==> src/rtl/dict_pkg.sv <==
// Shared definitions for the dictionary lookup arbiter: default widths and
// the controller state encoding.
package dict_pkg;

   localparam int KEY_WIDTH_DEF = 4;
   localparam int VAL_WIDTH_DEF = 8;

   typedef enum logic [1:0] {
      EMPTY = 2'd0,
      LOAD  = 2'd1,
      READY = 2'd2
   } dictState_t;

endpackage

==> src/rtl/rr_arb2.sv <==
// Two-way round-robin grant logic. Purely combinational; the caller owns the
// last-grant register. i_lastGrant names the requester that won most
// recently, so on a tie the other requester is granted.
module rr_arb2 (
   input  logic [1:0] i_req,
   input  logic       i_lastGrant,
   output logic [1:0] o_gnt
);

   // Pick a one-hot winner; a lone requester always wins immediately
   always_comb begin
      o_gnt = 2'b00;
      case (i_req)
         2'b01:   o_gnt = 2'b01;
         2'b10:   o_gnt = 2'b10;
         2'b11:   o_gnt = i_lastGrant ? 2'b01 : 2'b10;
         default: o_gnt = 2'b00;
      endcase
   end

endmodule

==> src/rtl/dict_arbiter.sv <==
// Dictionary lookup arbiter: a register-array dictionary is streamed in
// entry by entry, after which two requesters share a single lookup port
// through a round-robin arbiter. Each grant produces a registered response
// one cycle later. Loading and lookups live in different controller states,
// so the array never sees a write and a read in the same cycle.
module dict_arbiter
   import dict_pkg::*;
#(
   parameter int KEY_WIDTH = KEY_WIDTH_DEF,
   parameter int VAL_WIDTH = VAL_WIDTH_DEF
) (
   input  logic                 clk,
   input  logic                 rst,
   input  logic                 load_valid,
   input  logic [VAL_WIDTH-1:0] load_data,
   output logic                 load_ready,
   input  logic                 reload,
   output logic                 dict_ready,
   input  logic [1:0]           req_valid,
   input  logic [KEY_WIDTH-1:0] req_key0,
   input  logic [KEY_WIDTH-1:0] req_key1,
   output logic [1:0]           req_ready,
   output logic                 rsp_valid,
   output logic                 rsp_id,
   output logic [VAL_WIDTH-1:0] rsp_val
);

   localparam int DEPTH = 2 ** KEY_WIDTH;
   localparam logic [KEY_WIDTH-1:0] LAST_IDX = '1;

   dictState_t           r_state;
   dictState_t           w_nextState;
   logic [KEY_WIDTH-1:0] r_loadIdx;
   logic [VAL_WIDTH-1:0] r_dict [DEPTH];
   logic                 r_lastGrant;
   logic                 r_rspValid;
   logic                 r_rspId;
   logic [VAL_WIDTH-1:0] r_rspVal;
   logic                 w_loadAccept;
   logic                 w_lookupEn;
   logic [1:0]           w_arbGnt;
   logic [1:0]           w_grant;
   logic [KEY_WIDTH-1:0] w_grantKey;

   rr_arb2 u_arb (
      .i_req       (req_valid),
      .i_lastGrant (r_lastGrant),
      .o_gnt       (w_arbGnt)
   );

   assign w_loadAccept = load_ready & load_valid;
   assign w_grant      = w_lookupEn ? w_arbGnt : 2'b00;
   assign w_grantKey   = w_grant[1] ? req_key1 : req_key0;
   assign req_ready    = w_grant;
   assign rsp_valid    = r_rspValid;
   assign rsp_id       = r_rspId;
   assign rsp_val      = r_rspVal;

   // Controller state register
   always_ff @(posedge clk or posedge rst) begin
      if (rst) begin
         r_state <= EMPTY;
      end else begin
         r_state <= w_nextState;
      end
   end

   // Next state: leave EMPTY at once, finish LOAD on the last entry, reload restarts LOAD
   always_comb begin
      w_nextState = r_state;
      case (r_state)
         EMPTY: w_nextState = LOAD;
         LOAD: begin
            if (!reload && w_loadAccept && (r_loadIdx == LAST_IDX)) begin
               w_nextState = READY;
            end
         end
         READY: begin
            if (reload) begin
               w_nextState = LOAD;
            end
         end
         default: w_nextState = EMPTY;
      endcase
   end

   // State-decoded outputs; a reload pulse blocks both loading and lookups
   always_comb begin
      load_ready = 1'b0;
      dict_ready = 1'b0;
      w_lookupEn = 1'b0;
      case (r_state)
         LOAD: load_ready = ~reload;
         READY: begin
            dict_ready = 1'b1;
            w_lookupEn = ~reload;
         end
         default: begin
            load_ready = 1'b0;
         end
      endcase
   end

   // Load index walks the array in ascending order and wraps after the last entry
   always_ff @(posedge clk or posedge rst) begin
      if (rst) begin
         r_loadIdx <= '0;
      end else if (reload) begin
         r_loadIdx <= '0;
      end else if (w_loadAccept) begin
         r_loadIdx <= r_loadIdx + 1'b1;
      end
   end

   // Dictionary storage is deliberately left unreset; a full load always precedes use
   always_ff @(posedge clk) begin
      if (w_loadAccept) begin
         r_dict[r_loadIdx] <= load_data;
      end
   end

   // Remember which requester won last so ties alternate; starts so requester 0 wins first
   always_ff @(posedge clk or posedge rst) begin
      if (rst) begin
         r_lastGrant <= 1'b1;
      end else if (|w_grant) begin
         r_lastGrant <= w_grant[1];
      end
   end

   // Register the response at the grant edge; value holds between responses
   always_ff @(posedge clk or posedge rst) begin
      if (rst) begin
         r_rspValid <= 1'b0;
         r_rspId    <= 1'b0;
         r_rspVal   <= '0;
      end else begin
         r_rspValid <= |w_grant;
         if (|w_grant) begin
            r_rspId  <= w_grant[1];
            r_rspVal <= r_dict[w_grantKey];
         end
      end
   end

endmodule

==> config.mk <==
export PLATFORM = sky130hd
export DESIGN_NAME = dict_arbiter
export DESIGN_NICKNAME = d
export VERILOG_FILES = /design/src/rtl/dict_pkg.sv /design/src/rtl/rr_arb2.sv /design/src/rtl/dict_arbiter.sv
export SDC_FILE = /design/constraint.sdc
export NUM_CORES = 1
export LEC_CHECK = 0
export CORE_MARGIN = 1.5
export CORE_UTILIZATION = 25
export CTS_CLUSTER_SIZE = 20
export DETAILED_ROUTE_END_ITERATION = 7
export GPL_ROUTABILITY_DRIVEN = 0
export HOLD_SLACK_MARGIN = 0.15
export PLACE_DENSITY = 0.51
export SETUP_SLACK_MARGIN = 0.2
export SLEW_MARGIN = 20
export SYNTH_ARGS = -nofsm -noshare
export SYNTH_HDL_FRONTEND = slang
export SYNTH_SLANG_ARGS = --single-unit
==> constraint.sdc <==
create_clock -name clk -period 2.8 [get_ports clk]
set_input_delay 0.28 -clock clk [delete_from_list [all_inputs] [get_ports clk]]
set_output_delay 0.28 -clock clk [all_outputs]
set_load 0.02 [all_outputs]
# After elaboration in Yosys (flattened, before gate mapping)
# Memory sizes are Yosys's and may differ from the RTL's. A register that Yosys moved wholly into a read port is not among the register bits.
# Index checks and enable logic that the tools add are counted.
dict set report word_totals {
  input_bits 22
  register_bits 9
  word_cells 38
  mem_count 1
  ramBits 128
  out_inout_bits 14
}
dict set report op_classes {
  muxes 14
  reduce_logical 7
  bitwise_logic 2
  eq_ne 8
  addsub 1
}
# memory depth width rd rd_ports_with_merged_regs wr line_no
set mem_list {}
lappend mem_list {r_dict 16 8 1 1 1 dict_arbiter.sv:34} ;# logic [VAL_WIDTH-1:0] r_dict [DEPTH];
# cell count
set ops {}
lappend ops {{two-way mux 4 bit} 3}
lappend ops {{one-hot mux 2 bit (3 select lines)} 2}
lappend ops {{two-way mux 2 bit} 4}
lappend ops {{equality test 2 bit (second input constant)} 3}
lappend ops {{two-way mux 1 bit} 5}
lappend ops {{adder 4 x 1 -> 4 bit (second input constant)} 1}
lappend ops {{equality test 2 x 1 -> 1 bit (second input constant)} 2}
lappend ops {{equality test 4 bit (second input constant)} 1}
lappend ops {{!= test 2 bit (second input constant)} 2}
lappend ops {{logical AND 1 bit} 2}
lappend ops {{logical NOT 2 bit} 1}
lappend ops {{AND reduction 2 bit} 1}
lappend ops {{nonzero test 2 bit} 1}
lappend ops {{OR reduction 2 bit} 1}
lappend ops {{AND 1 bit} 1}
lappend ops {{logical NOT 1 bit} 1}
lappend ops {{inverter 1 bit} 1}

# Logic depth before layout (Yosys ltp)
# Gate-level depths: netlist of the first run.
dict set report depth {
  depth_word 7
  mapped_depth 9
  ltp_nobuf 7
}

# Cells and area by module
# From an unflattened synthesis of the first run, not the netlist that was laid out.
dict set report unflattened {
  cells_unflattened 431
  hier_area_um2 5863.1
}
# mod seq_area_each_um2 cells_each area_per_inst_um2 instances
set modules_own_cells {}
lappend modules_own_cells {dict_arbiter 4270.3 428 5844.4 1}
lappend modules_own_cells {rr_arb2 0.0 3 18.8 1}

# Worst setup path after synthesis of the first run
# OpenSTA, ideal clock, no wires.
dict set report synth_path {
  path_type {reg-to-reg}
  startpoint {register r_state[0]}
  endpoint {register r_rspVal[5] (netlist: rsp_val[5]), read port of r_dict}
  setup_time_ps 129
  path_buffers 1
  required_ps 2671
  stages_incl_launch_ff 8
  setup_slack_ps 574
  period_less_slack_ps 2226
  arrival_time_ps 2097
  cell_sequence {dfrtp_1 -> or3b_1 -> buf_2 -> or4_4 -> o31a_4 -> o22ai_1 -> nor4_1 -> a2111o_1}
}
dict set report synth_between {
  elab_chain_len 4
  word_cells_on_any_way 5
  classes_between {eq/ne: 1; mux: 3; reduce/logical: 1}
}
# element line_no
set synth_lines {}
lappend synth_lines {{start, declared} dict_arbiter.sv:31} ;# dictState_t r_state;
lappend synth_lines {{start signal, assigned} dict_arbiter.sv:64} ;# r_state <= w_nextState;
lappend synth_lines {{equality test 2 bit *} dict_arbiter.sv:92} ;# case (r_state)
lappend synth_lines {{two-way mux 1 bit *} dict_arbiter.sv:92}
lappend synth_lines {{two-way mux 2 bit *} dict_arbiter.sv:52} ;# assign w_grant = w_lookupEn ? w_arbGnt : 2'b00;
lappend synth_lines {{two-way mux 4 bit / OR reduction 2 bit (equally long branches)} {dict_arbiter.sv:53, dict_arbiter.sv:139}}
lappend synth_lines {{end, declared} dict_arbiter.sv:38} ;# logic [VAL_WIDTH-1:0] r_rspVal;
# Every way passes the cells marked *; elsewhere a longest branch is shown, timed or not.
# A chain may end at the register's enable or synchronous reset.

# Worst setup path after layout of the first run
dict set report layout_path {
  startpoint {register r_state[0]}
  endpoint {register r_rspVal[6] (netlist: rsp_val[6]), read port of r_dict}
}
# The elaborated chain is that of the path after synthesis.

==> qor.csv, run 1 <==
stage,metric,value,unit
run_status,status,"complete, no violations",
die,start_util,0.255,
route,drc_errors,0,
synthesis,synth_fp_nets,496,
clock_network,clock_latency,0.42,ns
worst_setup_path,r2r_cells,6,
die,row_count,58,
worst_setup_path,worst_r2r_startpoint,r_state[0],
pwr,p_leak,2.85,nW
synthesis,ys.flop_type,edfxtp_1,
final_layout,post-route-util,0.320,
synthesis,synth-seq-cells,145,
synthesis,seq_area_frac_synth,0.663,
sta,skew,0.00871,ns
synthesis,yosysTopAreaCell,edfxtp_1,
synthesis,synthTopCellsByArea,"edfxtp_1 (60%), dfrtp_1 (6.2%), mux4_2 (2.8%)",
synthesis,syn_area_per_cell,13.7,um^2
worst_setup_path,path_class,reg2reg,
synthesis,synth_cells,470,
worst_setup_path,worstPathArrival,2.83,ns
route,viasPerCell,4.97,
synthesis,ys_async_sr_fraction,0.117,
die,dieWidth,164,um
clock_network,clock_path_buffers,2,
final_layout,drive_gt1_frac,0.192,
pwr,power,4.96,mW
clock_network,numCtsBuffers,17,
sta,slew_headroom,0.385,
global_route,grtUsageTotal,0.142,
die,io_pins,36,
worst_setup_path,worst_ep_required_time,3.10,ns
route,drtPass1Iterations,5,
global_route,grt_first_pass_wirelength,27600,um
sta,min_period_over_period,0.903,
synthesis,yosys_warnings,0,
synthesis,synth.distinct_cells,57,
sta,drv_slew,0,
route,avgRoutedWirePerCell,20.3,um
clock_network,cts_setup_buffers,0,
clock_network,clk_pin_slew,0.06,ns
clock_network,cts_tree,yes,
global_route,grt_overflow,0,
pwr,peakVddDrop,375,uV
placement,dp_hpwl,12900,um
worst_setup_path,cp-start-kind,flip-flop,
sta,setup_viol,0,
worst_setup_path,r2r_end,rsp_val[6],
final_layout,nNetsFinal,575,
sta,max_freq,396,MHz
worst_setup_path,critical_path.endpoint_type,flip-flop,
sta,rsz0062_at_grt,true,
die,core,0.0253,mm^2
global_route,antenna_found_initial,0,
sta,worst_pin_slew,0.921,ns
final_layout,fill_cells,2502,
die,die-area,0.0267,mm^2
final_layout,area_growth,25.6,%
clock_network,cts-htree-levels,4,
clock_network,cts_root_buffer,clkbuf_16,
global_route,grt_start_max_net_pins,30,
final_layout,n_antenna_cell,0,
route,dr.first_iter.drc_count,447,
flow_run,drv_cap,0,
clock_network,cts.sinks,145,
worst_setup_path,r2r_slack,0.27,ns
synthesis,synth_top_area_share,0.597,
clock_network,ctsHoldBuffers,0,
worst_setup_path,critPathMaxFanout,8,
die,die_y,164,um
synthesis,synth-edff-count,128,
global_route,grt_pass1_vias,4551,
route,wl,18100,um
route,vias,4433,
hold_path,hp-class,in2async,
sta,period_minus_slack,2.53,ns
placement,io_buffer_count,35,
pwr,p_per_area,613,mW/mm^2
synthesis,syn_area,0.00644,mm^2
route,final_antenna_net_count,0,
sta,hold_viol,0,
flip-flops by register name, indices dropped and copies added (netlist names):
| name | cells |
|---|---|
| r_state | 2 |
| r_lastGrant | 1 |
| rsp_val | 8 |
| r_loadIdx | 4 |
| rsp_valid | 1 |
| r_dict | 128 |
| rsp_id | 1 |
worst max-delay path by stage:
stage                     slack, ns       start            to
after detailed placement      -0.16      reload    rsp_val[5]
after floorplan                0.57  r_state[0]    rsp_val[5]
after CTS                      0.25  r_state[0]  req_ready[0]
final                          0.27  r_state[0]    rsp_val[6]
after global placement        -0.12      reload    rsp_val[6]
after global routing           0.19  r_state[0]    rsp_val[6]
worst max-delay path: stages, from the launching register on:
cell and delay [ns]:
dfrtp_1 0.43, or3b_1 0.58, or4_4 0.54, o31a_4 0.17, o22ai_1 0.22, nor4_2 0.08
a2111o_1 0.38
layout by cell type (no fill, tap or decap), drive strengths merged, types with 7 or more instances in the layout:
| cell | n |
|---|---|
| nor2 | 21 |
| nor3 | 11 |
| nand2 | 45 |
| buf | 48 |
| edfxtp | 128 |
| and2 | 13 |
| nand3 | 13 |
| dfrtp | 16 |
| clkdlybuf4s50 | 33 |
| mux2i | 18 |
| a211oi | 16 |
| o21ai | 24 |
| clkbuf | 18 |
| mux2 | 9 |
| clkinv | 7 |
| inv | 12 |
| o22ai | 20 |
| a21oi | 15 |
| mux4 | 8 |
cells in the mapped netlist (all sizes together), types with 2 or more instances:
| master | count |
|---|---|
| edfxtp | 128 |
| nand2 | 45 |
| o21ai | 24 |
| nor2 | 21 |
| o22ai | 20 |
| mux2i | 18 |
| a211oi | 16 |
| dfrtp | 16 |
| a21oi | 15 |
| buf | 15 |
| and2 | 13 |
| nand3 | 13 |
| inv | 11 |
| nor3 | 11 |
| mux2 | 9 |
| clkbuf | 8 |
| mux4 | 8 |
| a221oi | 6 |
| nor4 | 6 |
| and3 | 5 |
| or3 | 5 |
| a2111o | 4 |
| a2111oi | 4 |
| a31oi | 4 |
| ha | 4 |
| nand3b | 4 |
| o31ai | 4 |
| a211o | 3 |
| a21boi | 3 |
| a311oi | 3 |
| nand2b | 3 |
| nor2b | 3 |
| a21o | 2 |
| nor3b | 2 |
| o211ai | 2 |
| or4 | 2 |
kinds of logic after synthesis:
group,Yosys count,share of synthesized area
and+or+nand+nor,136,0.107
xor gates and xnor gates,1,0.00136
DFF,145,0.663
buffers and inverters,34,0.0220
adders and majority gates,4,0.00777
muxes,35,0.0736
AOI/OAI and AO/OA,115,0.125
what timing repair did:
item / 4_1_cts / 5_1_grt
setup endpoints to repair: 4 / 4
hold endpoints to repair: 0 / 0
pin swaps: 0 / 1
resized for setup: 2 / 3
cell type report:
type	count	area, um^2	area share
clock inverters	14	165	0.0204
repair buffers	83	724	0.0895
inverters	11	41.3	0.00510
clock buffers	18	429	0.0530
flip-flops and latches	145	4270	0.528
well taps	330	413	0.0510
multi-input cells	291	2050	0.253
per-stage QoR:
step | setup TNS [ns] | hold slack, ns | cell area (um^2) | setup WS (ns) | instances
6_report | 0 | 0.360 | 8090 | 0.272 | 892
5_1_grt | 0 | 0.443 | 8090 | 0.193 | 892
4_1_cts | 0 | 0.365 | 8080 | 0.251 | 892
3_5_place_dp | -0.458 | 0.534 | 7480 | -0.161 | 860
3_3_place_gp | -0.329 | 0.523 | 7480 | -0.119 | 860
2_1_floorplan | 0 | 0.205 | 6440 | 0.574 | 470
layer usage:
layer | up-vias | share of wire | global-route usage
li1 | 2010 | - | -
met1 | 2174 | 0.44 | 0.185
met2 | 216 | 0.46 | 0.220
met3 | 33 | 0.077 | 0.0381
met4 | 0 | 0.026 | 0.0669
met5 | - | 0 | 0
power by group:
part           switching [mW]  total (mW)  internal [mW]
logic                   0.178       0.292          0.113
registers             0.00999        2.38           2.37
clock network           0.889        2.29           1.40
Note: power is estimated with default switching activity, not from simulation.
==> run 2, diff against run 1 <==
--- a/config.mk
+++ b/config.mk
@@ -5,14 +5,17 @@
 export SDC_FILE = /design/constraint.sdc
 export NUM_CORES = 1
 export LEC_CHECK = 0
+export CELL_PAD_IN_SITES_DETAIL_PLACEMENT = 2
+export CELL_PAD_IN_SITES_GLOBAL_PLACEMENT = 2
 export CORE_MARGIN = 1.5
 export CORE_UTILIZATION = 25
 export CTS_CLUSTER_SIZE = 20
 export DETAILED_ROUTE_END_ITERATION = 7
 export GPL_ROUTABILITY_DRIVEN = 0
 export HOLD_SLACK_MARGIN = 0.15
-export PLACE_DENSITY = 0.51
+export PLACE_DENSITY = 0.62
 export SETUP_SLACK_MARGIN = 0.2
+export SKIP_LAST_GASP = 1
 export SLEW_MARGIN = 20
 export SYNTH_ARGS = -nofsm -noshare
 export SYNTH_HDL_FRONTEND = slang
==> qor.csv, run 2 (same netlist as run 1, synthesis figures left out) <==
stage,metric,value,unit,change
clock_network,clock_latency,0.43,ns,about the same
pwr,internal_power,3.90,mW,+0.35%
sta,worst_pin_slew,0.840,ns,-0.0808 ns
worst_setup_path,worst_ep_required_time,3.17,ns,+0.07 ns
pwr,peakVddDrop,379,uV,+1.1%
global_route,grt_overflow,0,,unchanged
hold_path,hp-class,in2async,,
sta,setup_viol,0,,unchanged
final_layout,final_common_cell,edfxtp_1,,
route,drtPass1Iterations,4,,-1
run_status,status,"complete, no violations",,
worst_setup_path,worst_r2r_startpoint,r_state[0],,
pwr,seq_power_share,0.471,,-0.010
clock_network,numCtsBuffers,17,,unchanged
route,viasPerCell,5.06,,+1.8%
die,dieWidth,164,um,unchanged
die,die_y,164,um,unchanged
sta,hold_viol,0,,unchanged
die,row_count,58,,unchanged
pwr,swShare,0.229,,+0.0122
die,core,0.0253,mm^2,unchanged
global_route,antenna_found_initial,0,,unchanged
global_route,grt_first_pass_wirelength,32300,um,+17%
worst_setup_path,path_class,reg2reg,,
placement,dp_hpwl,15500,um,+20%
final_layout,n_antenna_cell,0,,unchanged
clock_network,clk_pin_slew,0.06,ns,about the same
clock_network,clock_path_buffers,2,,unchanged
route,dr.first_iter.drc_count,284,,-36%
clock_network,cts_setup_buffers,0,,unchanged
worst_setup_path,critPathMaxFanout,10,,+2
final_layout,regMostFlops,r_dict,,
pwr,p_leak,2.87,nW,+0.81%
sta,skew,0.0120,ns,+0.00328 ns
global_route,grt_start_max_net_pins,28,,-6.7%
worst_setup_path,worstPathArrival,2.83,ns,about the same
die,start_util,0.255,,unchanged
worst_setup_path,r2r_end,rsp_val[4],,
clock_network,cts-htree-levels,4,,unchanged
sta,drv_slew,0,,unchanged
pwr,power,5.06,mW,+1.9%
worst_setup_path,critical_path.endpoint_type,flip-flop,,
route,final_antenna_net_count,0,,unchanged
clock_network,cts.sinks,145,,unchanged
route,wl,21400,um,+18%
die,die-area,0.0267,mm^2,unchanged
pwr,switchingPower,1.16,mW,+7.7%
sta,max_freq,407,MHz,+2.8%
global_route,grtUsageTotal,0.172,,+0.0297
sta,timing.hold.ws,0.318,ns,-0.0420 ns
worst_setup_path,r2r_cells,7,,+1
sta,rsz0062_at_grt,false,,
route,avgRoutedWirePerCell,24.0,um,+18%
sta,min_period_over_period,0.879,,-0.0242
final_layout,largest_register_ffs,128,,unchanged
final_layout,drive_gt1_frac,0.199,,+0.00676
flow_run,drv_cap,0,,unchanged
pwr,pwr-share-clk,0.469,,+0.008
final_layout,area_growth,26.4,%,
final_layout,final_cell_mix,"edfxtp_1 (128), buf_4 (45), nand2_1 (44)",,
final_layout,nNetsFinal,576,,+0.17%
placement,io_buffer_count,35,,unchanged
route,drc_errors,0,,unchanged
worst_setup_path,r2r_slack,0.34,ns,+0.07 ns
worst_setup_path,cp-start-kind,flip-flop,,
clock_network,cts_root_buffer,clkbuf_16,,
sta,period_minus_slack,2.46,ns,-0.0678 ns
sta,slew_headroom,0.439,,+0.0539
clock_network,cts_tree,yes,,
pwr,combPwrFrac,0.060,,about the same
route,vias,4518,,+1.9%
global_route,grt_pass1_vias,5090,,+12%
die,io_pins,36,,unchanged
pwr,p_per_area,621,mW/mm^2,+1.4%
-- run 2: changes by cell type in the layout (fill, tap and decap cells not counted), sizes merged --
cell,before,now
clkinvlp,3,2
buf,48,49
clkinv,7,6
inv,12,15
clkbuf,18,17
-- run 2: critical path: stages (launching register included) --
cell and delay [ns]:
dfrtp_1 0.44, nor3b_4 0.36, nand2_2 0.20, mux2_2 0.46
buf_4 0.23, nand2_1 0.07, a311oi_1 0.44, a211o_1 0.20
-- run 2: layer usage --
metal | routed length (um) | vias up | global-route usage
met5 | 0 | - | 0
met4 | 414 | 0 | 0.0603
met3 | 758 | 22 | 0.0340
met2 | 10800 | 109 | 0.294
met1 | 9480 | 2376 | 0.215
li1 | - | 2011 | -
-- run 2: how the worst max path moves through the flow --
stage,startpoint,to,cells after the start
after global routing,r_state[0],rsp_val[4],7
after global placement,reload,rsp_val[4],8
final,r_state[0],rsp_val[4],7
after CTS,r_state[0],req_ready[1],4
after detailed placement,reload,rsp_val[4],8
after floorplan,r_state[0],rsp_val[5],7
-- run 2: area by class of cell --
class                      instances  area [um^2]
fill                            2613        17100
sequential                       145         4270
multi-input combinational        291         2030
timing repair buffer              84          769
clock buffer                      17          425
tap                              330          413
clock inverter                    15          181
inverter                          11         43.8
-- run 2: per-stage QoR --
step / instance area [um^2] / cells / TNS, ns / worst slack, ns / utilization
after floorplan: 6440 / 470 / 0 / 0.574 / -
after global placement: 7520 / 861 / 0 / 0.00382 / 0.298
after detailed placement: 7520 / 861 / -0.159 / -0.0611 / 0.298
after CTS: 8130 / 893 / 0 / 0.215 / 0.322
after global routing: 8140 / 893 / 0 / 0.234 / 0.322
final: 8140 / 893 / 0 / 0.340 / 0.322
-- run 2: timing repair --
item / 4_1_cts / 5_1_grt
gates resized for setup: 2 / 3
hold buffers: 0 / 0
endpoints found under the setup margin: 2 / 5
-- run 2: power by group through the flow --
| stage | Clock (mW) | Combinational [mW] | Sequential [mW] |
|---|---|---|---|
| 4_1_cts | 2.41 | 0.311 | 2.38 |
| 3_3_place_gp | 0 | 0.297 | 2.43 |
| 2_1_floorplan | 0 | 0.141 | 2.42 |
| 6_report | 2.37 | 0.304 | 2.38 |
| 5_1_grt | 2.48 | 0.331 | 2.38 |
| 3_5_place_dp | 0 | 0.309 | 2.43 |
